==> src/rtl/pipe_mem_pkg.sv <==
// Shared types and constants for the memory-stage access sequencer.
// The optional access timeout is enabled with the PIPE_MEM_TIMEOUT_EN macro.
package pipe_mem_pkg;

    typedef enum logic [1:0] {
        ST_IDLE   = 2'd0,
        ST_ACCESS = 2'd1,
        ST_DONE   = 2'd2
    } mem_state_e;

    localparam logic [31:0] TIMEOUT_DATA = 32'hDEAD_BEEF;
    localparam int          CNT_W        = 8;

endpackage : pipe_mem_pkg

==> src/rtl/pipe_mem_seq_if.sv <==
// Bundles the EX/MEM request side, the data-memory handshake and the
// pipeline-control outputs of the memory-stage sequencer.
interface pipe_mem_seq_if;

    logic        m_load;
    logic        m_store;
    logic [31:0] maddr;
    logic [31:0] mdata;
    logic        mem_ready;
    logic [31:0] mem_rdata;

    logic        mem_req;
    logic        mem_we;
    logic [31:0] mem_addr;
    logic [31:0] mem_wdata;
    logic        stall;
    logic        mw_bubble;
    logic [31:0] mmo;
    logic        mem_err;

    // Pipeline and memory side: drives requests and completions.
    modport master (
        output m_load, m_store, maddr, mdata, mem_ready, mem_rdata,
        input  mem_req, mem_we, mem_addr, mem_wdata, stall, mw_bubble, mmo, mem_err
    );

    // Sequencer side.
    modport slave (
        input  m_load, m_store, maddr, mdata, mem_ready, mem_rdata,
        output mem_req, mem_we, mem_addr, mem_wdata, stall, mw_bubble, mmo, mem_err
    );

endinterface : pipe_mem_seq_if

==> src/rtl/pipe_mem_timer.sv <==
// Access watchdog: counts ACCESS cycles without completion and flags the
// cycle in which the count reaches the limit. Used only with PIPE_MEM_TIMEOUT_EN.
module pipe_mem_timer
    import pipe_mem_pkg::*;
(
    input  logic             clock,
    input  logic             reset,
    input  logic             clear,
    input  logic             enable,
    input  logic [CNT_W-1:0] limit,
    output logic             expired
);

    logic [CNT_W-1:0] count_q;

    // NOTE: sequential state uses non-blocking assignments so every register
    // samples pre-edge values, independent of block evaluation order.
    always_ff @(posedge clock or posedge reset) begin
        if (reset) begin
            count_q <= '0;
        end else if (clear) begin
            count_q <= '0;
        end else if (enable) begin
            count_q <= count_q + 1'b1;
        end
    end

    // Fires in the cycle whose increment would make the count equal the limit.
    assign expired = enable && (count_q == limit - 1'b1);

endmodule : pipe_mem_timer

==> src/rtl/pipe_mem_seq.sv <==
// Memory-stage sequencer: converts a single-cycle load/store into a req/ready
// access, stalling upstream and bubbling MEM/WB meanwhile. Macro: PIPE_MEM_TIMEOUT_EN.
module pipe_mem_seq
    import pipe_mem_pkg::*;
#(
    parameter int TIMEOUT_CYCLES = 255
) (
    input  logic          clock,
    input  logic          reset,
    pipe_mem_seq_if.slave bus
);

    mem_state_e  state_q, state_d;
    logic        req_q, req_d;
    logic        we_q, we_d;
    logic [31:0] addr_q, addr_d;
    logic [31:0] wdata_q, wdata_d;
    logic [31:0] rdata_q, rdata_d;
    logic        access_req;

    assign access_req = bus.m_load || bus.m_store;

`ifdef PIPE_MEM_TIMEOUT_EN
    localparam logic [CNT_W-1:0] TIMEOUT_LIMIT = CNT_W'(TIMEOUT_CYCLES);

    logic timer_clear;
    logic timer_en;
    logic timed_out;
    logic err_q, err_d;

    assign timer_clear = (state_q == ST_IDLE) && access_req;
    assign timer_en    = (state_q == ST_ACCESS) && !bus.mem_ready;

    pipe_mem_timer u_timer (
        .clock   (clock),
        .reset   (reset),
        .clear   (timer_clear),
        .enable  (timer_en),
        .limit   (TIMEOUT_LIMIT),
        .expired (timed_out)
    );
`else
    logic [CNT_W-1:0] unused_limit;
    assign unused_limit = CNT_W'(TIMEOUT_CYCLES);
`endif

    // NOTE: every output of this block gets a default before the case so no
    // path leaves a signal unassigned, which would infer a latch.
    always_comb begin
        state_d       = state_q;
        req_d         = req_q;
        we_d          = we_q;
        addr_d        = addr_q;
        wdata_d       = wdata_q;
        rdata_d       = rdata_q;
        bus.stall     = 1'b0;
        bus.mw_bubble = 1'b0;
`ifdef PIPE_MEM_TIMEOUT_EN
        err_d         = 1'b0;
`endif
        case (state_q)
            ST_IDLE: begin
                if (access_req) begin
                    bus.stall     = 1'b1;
                    bus.mw_bubble = 1'b1;
                    addr_d        = bus.maddr;
                    wdata_d       = bus.mdata;
                    we_d          = bus.m_store;
                    req_d         = 1'b1;
                    state_d       = ST_ACCESS;
                end
            end
            ST_ACCESS: begin
                bus.stall     = 1'b1;
                bus.mw_bubble = 1'b1;
                if (bus.mem_ready) begin
                    if (!we_q) begin
                        rdata_d = bus.mem_rdata;
                    end
                    req_d   = 1'b0;
                    we_d    = 1'b0;
                    state_d = ST_DONE;
`ifdef PIPE_MEM_TIMEOUT_EN
                end else if (timed_out) begin
                    rdata_d = TIMEOUT_DATA;
                    req_d   = 1'b0;
                    we_d    = 1'b0;
                    err_d   = 1'b1;
                    state_d = ST_DONE;
`endif
                end
            end
            ST_DONE: begin
                state_d = ST_IDLE;
            end
            default: begin
                state_d = ST_IDLE;
            end
        endcase
    end

    always_ff @(posedge clock or posedge reset) begin
        if (reset) begin
            state_q <= ST_IDLE;
            req_q   <= 1'b0;
            we_q    <= 1'b0;
            addr_q  <= '0;
            wdata_q <= '0;
            rdata_q <= '0;
        end else begin
            state_q <= state_d;
            req_q   <= req_d;
            we_q    <= we_d;
            addr_q  <= addr_d;
            wdata_q <= wdata_d;
            rdata_q <= rdata_d;
        end
    end

`ifdef PIPE_MEM_TIMEOUT_EN
    always_ff @(posedge clock or posedge reset) begin
        if (reset) begin
            err_q <= 1'b0;
        end else begin
            err_q <= err_d;
        end
    end

    assign bus.mem_err = err_q;
`else
    assign bus.mem_err = 1'b0;
`endif

    assign bus.mem_req   = req_q;
    assign bus.mem_we    = we_q;
    assign bus.mem_addr  = addr_q;
    assign bus.mem_wdata = wdata_q;
    assign bus.mmo       = rdata_q;

endmodule : pipe_mem_seq

==> src/flat_wrapper.sv <==
// flat-port wrapper written by rule: the top's interface ports become plain ports
module pipe_mem_seq_flat import pipe_mem_pkg::*;
#(
    parameter int TIMEOUT_CYCLES = 255
)
  (clock, reset, bus_m_load, bus_m_store, bus_maddr, bus_mdata, bus_mem_ready, bus_mem_rdata, bus_mem_req, bus_mem_we, bus_mem_addr, bus_mem_wdata, bus_stall, bus_mw_bubble, bus_mmo, bus_mem_err);
  pipe_mem_seq_if bus_i ();
  input  logic clock;
  input  logic reset;
  input wire logic [$bits(bus_i.m_load)-1:0] bus_m_load;
  input wire logic [$bits(bus_i.m_store)-1:0] bus_m_store;
  input wire logic [$bits(bus_i.maddr)-1:0] bus_maddr;
  input wire logic [$bits(bus_i.mdata)-1:0] bus_mdata;
  input wire logic [$bits(bus_i.mem_ready)-1:0] bus_mem_ready;
  input wire logic [$bits(bus_i.mem_rdata)-1:0] bus_mem_rdata;
  output wire logic [$bits(bus_i.mem_req)-1:0] bus_mem_req;
  output wire logic [$bits(bus_i.mem_we)-1:0] bus_mem_we;
  output wire logic [$bits(bus_i.mem_addr)-1:0] bus_mem_addr;
  output wire logic [$bits(bus_i.mem_wdata)-1:0] bus_mem_wdata;
  output wire logic [$bits(bus_i.stall)-1:0] bus_stall;
  output wire logic [$bits(bus_i.mw_bubble)-1:0] bus_mw_bubble;
  output wire logic [$bits(bus_i.mmo)-1:0] bus_mmo;
  output wire logic [$bits(bus_i.mem_err)-1:0] bus_mem_err;
  assign bus_i.m_load = bus_m_load;
  assign bus_i.m_store = bus_m_store;
  assign bus_i.maddr = bus_maddr;
  assign bus_i.mdata = bus_mdata;
  assign bus_i.mem_ready = bus_mem_ready;
  assign bus_i.mem_rdata = bus_mem_rdata;
  assign bus_mem_req = bus_i.mem_req;
  assign bus_mem_we = bus_i.mem_we;
  assign bus_mem_addr = bus_i.mem_addr;
  assign bus_mem_wdata = bus_i.mem_wdata;
  assign bus_stall = bus_i.stall;
  assign bus_mw_bubble = bus_i.mw_bubble;
  assign bus_mmo = bus_i.mmo;
  assign bus_mem_err = bus_i.mem_err;
  pipe_mem_seq #(.TIMEOUT_CYCLES(TIMEOUT_CYCLES)) u_core (.clock(clock), .reset(reset), .bus(bus_i));
endmodule
==> config.mk <==
export PLATFORM = sky130hd
export DESIGN_NAME = pipe_mem_seq_flat
export DESIGN_NICKNAME = d
export VERILOG_FILES = /design/src/rtl/pipe_mem_pkg.sv /design/src/rtl/pipe_mem_seq_if.sv /design/src/rtl/pipe_mem_timer.sv /design/src/rtl/pipe_mem_seq.sv /design/src/flat_wrapper.sv
export SDC_FILE = /design/constraint.sdc
export NUM_CORES = 1
export LEC_CHECK = 0
export ABC_AREA = 0
export CAP_MARGIN = 20
export CORE_AREA = 2 2 90 135
export DETAILED_ROUTE_END_ITERATION = 10
export DIE_AREA = 0 0 92 137
export PLACE_DENSITY = 0.82
export SYNTH_ARGS = -nofsm -noshare
export SYNTH_HDL_FRONTEND = slang
export SYNTH_HIERARCHICAL = 1
export SYNTH_SLANG_ARGS = --single-unit
==> constraint.sdc <==
create_clock -name clock -period 4.7 [get_ports clock]
set_clock_uncertainty 0.1 [all_clocks]
set_input_delay 0.94 -clock clock [delete_from_list [all_inputs] [get_ports clock]]
set_output_delay 0.94 -clock clock [all_outputs]
set_load 0.02 [all_outputs]
# Yosys cells after proc, flatten, opt, wreduce, memory -nomap -nowiden
# Index checks and enable logic that the tools add are counted.
op_classes:
  bitwise_logic: 1
  reduce_logical: 7
  muxes: 10
  eq_ne: 3
  multipliers: 0
  n_div: 0
  order_cmp: 0
  n_shift: 0
  n_addsub: 0
op_table:
  columns: ["cell", "count"]
  rows:
  - ["case mux 1 bit (2 select lines)", 3]
  - ["AND reduction 3 bit", 2]
  - ["2-to-1 mux 1 bit", 4]
  - ["2-to-1 mux 2 bit", 2]
  - ["case mux 2 bit (2 select lines)", 1]
  - ["AND reduction 2 bit", 2]
  - ["== test 2 x 1 -> 1 bit, second input constant", 1]
  - ["logical NOT 2 bit", 1]
  - ["inequality test 2 x 1 -> 1 bit, second input constant", 1]
  - ["inequality test 2 bit, second input constant", 1]
  - ["nonzero test 2 bit", 1]
  - ["logical OR 1 bit", 1]
  - ["inverter 1 bit", 1]
totals:
  latchBits: 0
  mem_bits_ro: 0
  wordCells: 27
  n_memories: 0
  reg_bits: 100
  ram_bits: 0
  output_inout_bits: 101

# Logic depth before layout (Yosys ltp)
depth:
  ltp_word: 3
  mapped_depth: 5
  ltp_nobuf: 3

# Least setup slack after synthesis
# OpenSTA, ideal clock, no wires.
synth_timing:
  kind: "input to output"
  from: "input port bus_m_store"
  to: "output port bus_stall"
  cell_stages: 3
  n_path_buf: 1
  slack_ns: 2.140
  arrival_time_ns: 1.520
  path_cell_list: "nor3_1 > nor2_1 > buf_4"
synth_between:
  elab_chain_cells: 3
synth_rtl:
  columns: ["element", "line_no", "text"]
  rows:
  - ["from (decl)", "flat_wrapper.sv:11", "input wire logic [$bits(bus_i.m_store)-1:0] bus_m_store;"]
  - ["logical OR 1 bit", "pipe_mem_seq.sv:21", "assign access_req = bus.m_load || bus.m_store;"]
  - ["2-to-1 mux 1 bit", null, null]
  - ["case mux 1 bit (2 select lines)", null, null]
  - ["to (decl)", "flat_wrapper.sv:20", "output wire logic [$bits(bus_i.stall)-1:0] bus_stall;"]
# Every way passes these cells.

# Worst setup path after layout
layout_timing:
  from: "input port bus_m_store"
  to: "output port bus_mw_bubble"
layout_between:
  elab_chain_cells: 3
layout_rtl:
  columns: ["element", "line_no", "text"]
  rows:
  - ["logical OR 1 bit", "pipe_mem_seq.sv:21", null]
  - ["2-to-1 mux 1 bit", "pipe_mem_seq.sv:63", "if (access_req) begin"]
  - ["case mux 1 bit (2 select lines)", "pipe_mem_seq.sv:61", "case (state_q)"]
  - ["to (decl)", "flat_wrapper.sv:21", "output wire logic [$bits(bus_i.mw_bubble)-1:0] bus_mw_bubble;"]
# Every way passes these cells.

==> impl_results.md <==
- WP data arrival: 2.28 ns
- Post-Place Setup Slack: 1.374 ns
- RSZ-0062 raised after global routing: false
- Buffers on Ports: 200
- Worst Min Path Start: u_core/bus.mem_addr[5]
- CP Capture Type: primary output
- Nets: 530
- Area grow syn2layout: 61.40%
- Outcome: finished clean
- Largest net degree at the start of global routing: 86
- DR vias: 2618
- Cells after DPL: 567
- TritonCTS sink count: 100
- Most common cell on crit path: clkdlybuf4s50_1
- Critical Path Start: bus_m_store
- Pwr Total: 4.494 mW
- Worst path required time: 3.66 ns
- Total die area: 12600 µm²
- Vias in the first global route: 2965
- Critical-path cell list: clkdlybuf4s50_1 -> nor3_1 -> nor2_1 -> clkdlybuf4s50_1
- Setup TNS: 0 ns
- N_diodes: 0
- Most frequent cell after synthesis: dfrtp_1
- Crit-path max cell delay: 0.62 ns
- Initial antenna violation count: 0
- Mean Syn Cell Area: 17.33 µm²
- DR DRC count: 0
- Post-CTS Setup Bufs: 0
- Min cycle time layout: 3.317 ns
- Root buf cell: clkbuf_16
- Cell count after synthesis: 227
- Initial DRC Count: 42
- Total CTS buffers: 9
- Crit path max-delay family: buffers and inverters
- Final worst-path cycle share: 0.7058
- First-pass GRT wire length: 15.04 mm
- Syn nets: 328
- Reg2reg start: u_core/state_q[1]
- Post-layout worst setup margin: 1.383 ns
- Routed len/inst: 16.82 µm
- Die Width: 92 µm
- Finished Layout Cells: 584
- Fraction of layout cells with a size suffix above 1: 0.2719
- Clock latency at the later pin of the worst-skew pair: 0.33 ns
- Pleak: 2.639 nW
- Pre-Repair DR Iteration Count: 4
- Worst-margin pin slew: 0.8513 ns
- Synth warn: 6
- Top post-synthesis cells by area: dfrtp_1, mux2_2, mux2_4
- Critical Path Start Type: input port
- Hold crit path type: reg2reg
- Worst Path Buf+Inv: 2
- H-tree level count: 3
- Share of the synthesized area in the top cell type: 0.6359
- Total wire length: 9.822 mm
- Initial Utilization: 0.3448
- EDFF count, synth: 0
- Post-route ant nets: 0
- Post-synthesis sequential element count: 100
- Die Span Y: 137 µm
- GRT Total Usage: 0.1531
- Slew margin rel.: 0.4312
- Peak VDD IR: 380.9 µV
- Hold-fix buffers, CTS: 0
- Synth cell types: 19
- Clock buffer depth: 2
- HPWL Detailed: 7.353 mm
- # Max-Cap Violations: 0
- Setup Viol. Count Final: 0
- Synth top cells by count: dfrtp_1, mux2_2, mux2_4
- Crit Path Category: in2out
- Clock slew at the register clock pins of the worst setup and hold paths: 0.06 ns
- Vias/cell: 4.483
- Syn Std Cell Area: 3935 µm²
- Core Region: 11410 µm²
- RD Place Congestion: 0.6949
- Finished Core Util: 0.5566
- Critical-path top delay cell: clkdlybuf4s50_1
- GRT Residual Overflow: 0
- Max FO, Critical Path: 3
- Cell Rows: 48
- FILL cells: 937
- Ys flop type: dfrtp_1
- DR top layer: met4
- Met1 wire length: 3.356 mm
- Met2 wire len: 5.598 mm
- Pwr Density: 707.6 nW/µm²
- Ys async rst share: 1.000
- Boundary Pins: 202
- Seq/Total Area, Yosys: 0.6359
- Post-CTS Resized: 0
- WL met3: 636 µm
- Yosys top cell by area: dfrtp_1
- CTS tree: built
- FMAX: 301.5 MHz
- Final Max Tran Viols: 0
- Hold Vio Cnt, Final: 0
## routing by layer
metal  GRT usage  up-vias
li1            -     1189
met1      0.1559     1304
met2      0.2892      109
met3     0.04681       16
met4     0.06053        0
met5           0        -
## cell families after synthesis
logic type / Yosys count / share of synthesized area
flip-flops: 100 / 0.6359
multiplexers: 96 / 0.3033
buffers and inverters: 16 / 0.03688
AND/OR/NAND/NOR: 9 / 0.01431
AO/OA/AOI/OAI: 5 / 0.008587
other: 1 / 0.0009530
## registers in the layout, summed over array words and instances (netlist names)
name / cells
u_core/bus.mem_addr: 32
u_core/bus.mem_req: 1
u_core/bus.mem_wdata: 32
u_core/bus.mem_we: 1
u_core/bus.mmo: 32
u_core/state_q: 2
## worst paths after layout
path / slack (ns) / endpoint / depth (start not counted)
hold reg to reg: 0.40 / u_core/bus.mem_addr[5] / 1
setup / recovery: 1.38 / bus_mw_bubble / 4
min in group asynchronous: 0.86 / u_core/bus.mmo[21] / 2
max in group asynchronous: 3.04 / u_core/bus.mem_wdata[17] / 3
hold / removal: 0.40 / u_core/bus.mem_addr[5] / 1
setup reg to reg: 2.37 / u_core/bus.mmo[15] / 4
## cell usage in the layout, fill, tap and decap left out
| master | n |
|---|---|
| a211o_1 | 1 |
| a211oi_1 | 1 |
| a22oi_1 | 1 |
| and3b_1 | 1 |
| buf_16 | 1 |
| buf_4 | 3 |
| bufinv_16 | 1 |
| clkbuf_1 | 1 |
| clkbuf_16 | 9 |
| clkbuf_8 | 1 |
| clkdlybuf4s50_1 | 200 |
| clkinv_2 | 1 |
| clkinv_4 | 1 |
| clkinvlp_4 | 1 |
| conb_1 | 1 |
| dfrtp_1 | 100 |
| inv_1 | 2 |
| inv_4 | 1 |
| inv_6 | 1 |
| mux2_2 | 66 |
| mux2_4 | 30 |
| nand2_1 | 1 |
| nor2_1 | 2 |
| nor2b_1 | 2 |
| nor2b_4 | 1 |
| nor3_1 | 1 |
| nor3_2 | 1 |
| o21ai_0 | 2 |
## layout make-up
type	instances	area, µm²	share of cell area
inverters	3	13.76	0.002167
multi-input cells	111	1292	0.2035
clock buffers	11	242.7	0.03822
well taps	150	187.7	0.02955
flip-flops and latches	100	2502	0.3940
clock inverters	5	60.06	0.009456
repair buffers	204	2052	0.3231
## report_power, final
| group | total (mW) | switching [mW] | internal, mW |
|---|---|---|---|
| clock | 0.738 | 0.308 | 0.429 |
| sequential | 1.52 | 0.236 | 1.29 |
| combinational | 2.23 | 0.989 | 1.24 |
| total | 4.49 | 1.53 | 2.96 |
## through the flow
stage          cell area, µm²  hold slack, ns
2_1_floorplan            3935          0.3779
3_3_place_gp             6021          0.3890
3_5_place_dp             6021          0.3942
4_1_cts                  6324          0.4093
5_1_grt                  6351          0.4189
6_report                 6351          0.4043
(Power assumes the default switching activity.)
